<file path="src/rtl/button_debouncer_pkg.sv">
// Shared types and constants for the push-button debouncer.
package button_debouncer_pkg;

    localparam int unsigned CLOCK_FREQUENCY_HZ   = 50_000_000;
    localparam int unsigned DEBOUNCE_CYCLES_10MS = CLOCK_FREQUENCY_HZ / 100;

    typedef enum logic [1:0] {
        STATE_RELEASED,
        STATE_PRESS_PENDING,
        STATE_PRESSED,
        STATE_RELEASE_PENDING
    } btn_state_t;

    // Debounced level implied by a state: high once a press has been accepted.
    function automatic logic state_level(input btn_state_t s);
        return (s == STATE_PRESSED) || (s == STATE_RELEASE_PENDING);
    endfunction

endpackage

</file>
<file path="src/rtl/synchronizer.sv">
// Two-flop synchroniser for a single asynchronous level, with a selectable reset value.
module synchronizer #(
    parameter bit RESET_VALUE = 1'b0
) (
    input  logic clock,
    input  logic reset,
    input  logic d,
    output logic q
);

    logic meta;

    always_ff @(posedge clock or posedge reset) begin
        if (reset) begin
            meta <= RESET_VALUE;
            q    <= RESET_VALUE;
        end else begin
            meta <= d;
            q    <= meta;
        end
    end

endmodule

</file>
<file path="src/rtl/button_debouncer.sv">
// Push-button debouncer: synchronise, normalise polarity, accept level changes after a stable run.
// Optional long-press detection is enabled by defining LONG_PRESS_EN.
module button_debouncer
    import button_debouncer_pkg::*;
#(
    parameter int unsigned DEBOUNCE_CYCLES   = DEBOUNCE_CYCLES_10MS,
    parameter bit          BUTTON_ACTIVE_LOW = 1'b1
`ifdef LONG_PRESS_EN
    ,
    parameter int unsigned LONG_PRESS_CYCLES = CLOCK_FREQUENCY_HZ
`endif
) (
    input  logic clock,
    input  logic reset,
    input  logic button,
    output logic level,
    output logic pressed,
    output logic released
`ifdef LONG_PRESS_EN
    ,
    output logic long_press
`endif
);

    localparam int unsigned CNT_W = $clog2(DEBOUNCE_CYCLES + 1);

    logic             button_sync;
    logic             act;
    btn_state_t       state_q, state_d;
    logic [CNT_W-1:0] count_q, count_d;
    logic             level_d, pressed_d, released_d;

    // Idle raw level is the reset value so a released button looks inactive after reset.
    synchronizer #(
        .RESET_VALUE(BUTTON_ACTIVE_LOW)
    ) u_sync (
        .clock (clock),
        .reset (reset),
        .d     (button),
        .q     (button_sync)
    );

    assign act = BUTTON_ACTIVE_LOW ? ~button_sync : button_sync;

    always_ff @(posedge clock or posedge reset) begin
        if (reset) begin
            state_q  <= STATE_RELEASED;
            count_q  <= '0;
            level    <= 1'b0;
            pressed  <= 1'b0;
            released <= 1'b0;
        end else begin
            state_q  <= state_d;
            count_q  <= count_d;
            level    <= level_d;
            pressed  <= pressed_d;
            released <= released_d;
        end
    end

    always_comb begin
        state_d    = state_q;
        count_d    = count_q;
        pressed_d  = 1'b0;
        released_d = 1'b0;
        case (state_q)
            STATE_RELEASED: begin
                if (act) begin
                    state_d = STATE_PRESS_PENDING;
                    count_d = CNT_W'(1);
                end
            end
            STATE_PRESS_PENDING: begin
                if (!act) begin
                    state_d = STATE_RELEASED;
                    count_d = '0;
                end else if (count_q == CNT_W'(DEBOUNCE_CYCLES)) begin
                    state_d   = STATE_PRESSED;
                    count_d   = '0;
                    pressed_d = 1'b1;
                end else begin
                    count_d = count_q + CNT_W'(1);
                end
            end
            STATE_PRESSED: begin
                if (!act) begin
                    state_d = STATE_RELEASE_PENDING;
                    count_d = CNT_W'(1);
                end
            end
            STATE_RELEASE_PENDING: begin
                if (act) begin
                    state_d = STATE_PRESSED;
                    count_d = '0;
                end else if (count_q == CNT_W'(DEBOUNCE_CYCLES)) begin
                    state_d    = STATE_RELEASED;
                    count_d    = '0;
                    released_d = 1'b1;
                end else begin
                    count_d = count_q + CNT_W'(1);
                end
            end
            default: begin
                state_d = STATE_RELEASED;
                count_d = '0;
            end
        endcase
        level_d = state_level(state_d);
    end

`ifdef LONG_PRESS_EN
    localparam int unsigned HOLD_W = $clog2(LONG_PRESS_CYCLES + 1);

    logic [HOLD_W-1:0] hold_q, hold_d;
    logic              long_press_d;

    // Hold time accumulates only while PRESSED; a release glitch pauses it rather than clearing it.
    always_comb begin
        hold_d       = hold_q;
        long_press_d = 1'b0;
        if ((state_q == STATE_PRESS_PENDING) && (state_d == STATE_PRESSED)) begin
            hold_d = '0;
        end else if ((state_q == STATE_PRESSED) && (hold_q < HOLD_W'(LONG_PRESS_CYCLES))) begin
            hold_d       = hold_q + HOLD_W'(1);
            long_press_d = (hold_d == HOLD_W'(LONG_PRESS_CYCLES));
        end
    end

    always_ff @(posedge clock or posedge reset) begin
        if (reset) begin
            hold_q     <= '0;
            long_press <= 1'b0;
        end else begin
            hold_q     <= hold_d;
            long_press <= long_press_d;
        end
    end
`endif

endmodule

</file>
<file path="config.mk">
export PLATFORM = sky130hd
export DESIGN_NAME = button_debouncer
export DESIGN_NICKNAME = d
export VERILOG_FILES = /design/src/rtl/button_debouncer_pkg.sv /design/src/rtl/synchronizer.sv /design/src/rtl/button_debouncer.sv
export SDC_FILE = /design/constraint.sdc
export NUM_CORES = 1
export LEC_CHECK = 0
export BUFFER_PORTS_ARGS = -buffer_cell sky130_fd_sc_hd__buf_2
export CAP_MARGIN = 20
export CORE_MARGIN = 3
export CORE_UTILIZATION = 45
export DETAILED_ROUTE_END_ITERATION = 10
export HOLD_SLACK_MARGIN = 0.08
export PLACE_DENSITY = 0.66
export SYNTH_ARGS = -nofsm -noshare
export SYNTH_HDL_FRONTEND = slang
export SYNTH_HIERARCHICAL = 1
export SYNTH_SLANG_ARGS = --single-unit
</file>
<file path="constraint.sdc">
create_clock -name clock -period 1.7 [get_ports clock]
set_clock_uncertainty 0.1 [all_clocks]
set_input_delay 0.085 -clock clock [delete_from_list [all_inputs] [get_ports clock]]
set_output_delay 0.085 -clock clock [all_outputs]
set_load 0.005 [all_outputs]
</file>
==> flow_metrics.env <==
export IMPL_synth_area_sq_mm=0.00138
export IMPL_max_stage_delay_ps=460
export IMPL_gr_total_overflow=0
export IMPL_die_w_um=61.4
export IMPL_hpwlAfterDp_mm=2.30
export IMPL_pre_cts_ws_ps=-137
export IMPL_critPathSlowestCell="or4_1"
export IMPL_viasPerCell=5.63
export IMPL_num_vias=1277
export IMPL_first_iter_violations=45
export IMPL_relSlewSlack_pct=76.5
export IMPL_crit_type="reg2reg"
export IMPL_stdcell_area_sq_mm=0.00207
export IMPL_yosysSeqAreaShare_pct=47.3
export IMPL_tritoncts="done"
export IMPL_fill_cells=182
export IMPL_track_usage_pct=21.1
export IMPL_hold_violations=0
export IMPL_pin_count=6
export IMPL_clk_latency_ps=340
export IMPL_crit_arrival_ps=2060
export IMPL_setup_viol=17
export IMPL_rsz0062_at_grt="true"
export IMPL_antenna_cells=0
export IMPL_grt_start_max_net_pins=25
export IMPL_wirelength_mm=3.87
export IMPL_synthDistinctLibCells=39
export IMPL_cts_path_max_buffers=2
export IMPL_synthArstFlopShare_pct=100
export IMPL_cap_viol_max_count=0
export IMPL_synthesis_nets=148
export IMPL_fin_crit_sh_pct=109
export IMPL_dieArea_sq_mm=0.00377
export IMPL_routedWlPerCell_um=17.1
export IMPL_drt_first_pass_iters=4
export IMPL_syn_inst=143
export IMPL_status="finished with violations"
export IMPL_cts_clk_slew_worst_paths_ps=160
export IMPL_mostFrequentLayoutCell="buf_4"
export IMPL_drv_slew=0
export IMPL_synth_seq_cells=26
export IMPL_leakagePower_nw=0.948
export IMPL_power_density_mw_per_mm2=619
export IMPL_gp_congestion=0.962
export IMPL_start_kind="flip-flop"
export IMPL_synth_avg_cell_area_sq_um=9.65
export IMPL_nets=202
export IMPL_grt_pass1_wl_mm=5.76
export IMPL_synth_edf_count=0
export IMPL_violations="negative setup slack"
export IMPL_crit_path_cell_trace="inv_1 > ha_4 > nor4bb_4 > and3_4 > a21o_4 > or4_1 > nand3_1"
export IMPL_holdWs_ps=194
export IMPL_min_path_type="in2async"
export IMPL_die_h_um=61.4
export IMPL_numCtsBuffers=3
export IMPL_portBuffers=5
export IMPL_worst_slew_pin_slew_ps=353
export IMPL_critical_path_peak_fanout=5
export IMPL_core_area_sq_mm=0.00283
export IMPL_synth_area_leaders="dfrtp_1 (44%), nor2_1 (4.6%), o21ai_0 (4.0%)"
export IMPL_max_vdd_ir_drop_mv=0.414
export IMPL_synth_area_leader_cell="dfrtp_1"
export IMPL_yosys_most_used_dff="dfrtp_1"
export IMPL_setup_slack_ps=-161
export IMPL_synth_top_area_share_pct=43.5
export IMPL_period_needed_ps=1860
export IMPL_clock_sinks=26
export IMPL_start_util_pct=48.8
export IMPL_rows=19
export IMPL_placed_area_sq_mm=0.00170
export IMPL_root_buffer="clkbuf_4"
export IMPL_area_growth_syn_to_layout_pct=49.7
export IMPL_grt_pass1_vias=1251
export IMPL_crit_path_end_kind="flip-flop"
export IMPL_final_cell_mix="buf_4 (36), dfrtp_1 (24), nor2_1 (10)"
export IMPL_required_ps=1900
export IMPL_fin_total_pwr_mw=1.28
export IMPL_drc=0
export IMPL_fmax_ghz=0.537
export IMPL_antenna_found_initial=0
export IMPL_synth_warnings=6
export IMPL_ant_nets=0
export IMPL_h_tree_depth=1
export IMPL_layout_drive_gt1_share_pct=49.5
worst paths after layout:
| path | slack [ps] | cells after the start | endpoint | start |
|---|---|---|---|---|
| hold / removal | 190 | 3 | u_sync/meta | reset |
| setup / recovery | -160 | 7 | count_q[17] | count_q[0] |
| hold reg to reg | 270 | 0 | u_sync/q | u_sync/meta |
| setup reg to reg | -160 | 7 | count_q[17] | count_q[0] |
| min in group clock | 270 | 0 | u_sync/q | u_sync/meta |
| max in group asynchronous | 990 | 4 | count_q[13] | reset |
kinds of logic after synthesis:
logic type | count (synthesis) | share of synthesized area (%)
AND/OR/NAND/NOR | 68 | 27.8
AO/OA/AOI/OAI | 25 | 11.9
multiplexers | 2 | 1.45
buffers and inverters | 12 | 3.26
XOR/XNOR | 8 | 6.44
flip-flops | 26 | 47.3
adder cells (fa/ha/maj) | 2 | 1.81
cells in the mapped netlist, drive strengths merged, types with 4 or more instances:
library cell,count
inv,10
nor3,5
xnor2,6
dfrtp,24
nand4,4
o21ai,11
and3,5
nor2,17
a21oi,4
nand3,9
nand2,13
report_power, final:
part | switching (mW) | internal (mW)
sequential | 0.0110 | 0.632
combinational | 0.0982 | 0.0935
clock | 0.205 | 0.239
area by class of cell:
| cell class | instances | area (sq um) | area share [%] |
|---|---|---|---|
| multi-input combinational | 105 | 870 | 42.1 |
| sequential | 26 | 653 | 31.6 |
| timing repair buffer | 51 | 414 | 20.0 |
| tap | 31 | 38.8 | 1.88 |
| inverter | 10 | 37.5 | 1.82 |
| clock inverter | 1 | 30.0 | 1.45 |
| clock buffer | 3 | 22.5 | 1.09 |
metrics by stage:
step	cells	utilization (%)	TNS, ps
after floorplan	143	-	-131
after global placement	212	60.1	-493
after detailed placement	212	60.1	-463
after CTS	221	66.3	-983
after global routing	227	73.0	-2680
final	227	73.0	-1140
state kept, by name (all words and copies together), names as in the netlist:
signal / count
count_q: 19
u_sync/meta: 1
u_sync/q: 1
released: 1
level: 1
state_q: 2
pressed: 1
layer usage:
layer | part of all wire (%) | global-route usage, % | vias up
met2 | 50 | 33.2 | 34
met3 | 3.9 | 3.56 | 11
met1 | 43 | 28.9 | 625
li1 | - | - | 607
met4 | 2.7 | 8.48 | 0
met5 | 0 | 0 | -
worst max-delay path: cells and delay by family, from the launching register on:
family | cells | cell delay, ps
flip-flops | 1 | 380
adder cells (fa/ha/maj) | 1 | 150
AO/OA/AOI/OAI | 1 | 230
buffers and inverters | 1 | 80
AND/OR/NAND/NOR | 4 | 870
repair_timing:
item	4_1_cts	5_1_grt
hold endpoints to repair	27	0
endpoints found under the setup margin	18	24
gates resized for setup	23	33
hold buffers	2	0
buffers inserted	3	7
pin swaps	9	13
(Power assumes the default switching activity.)
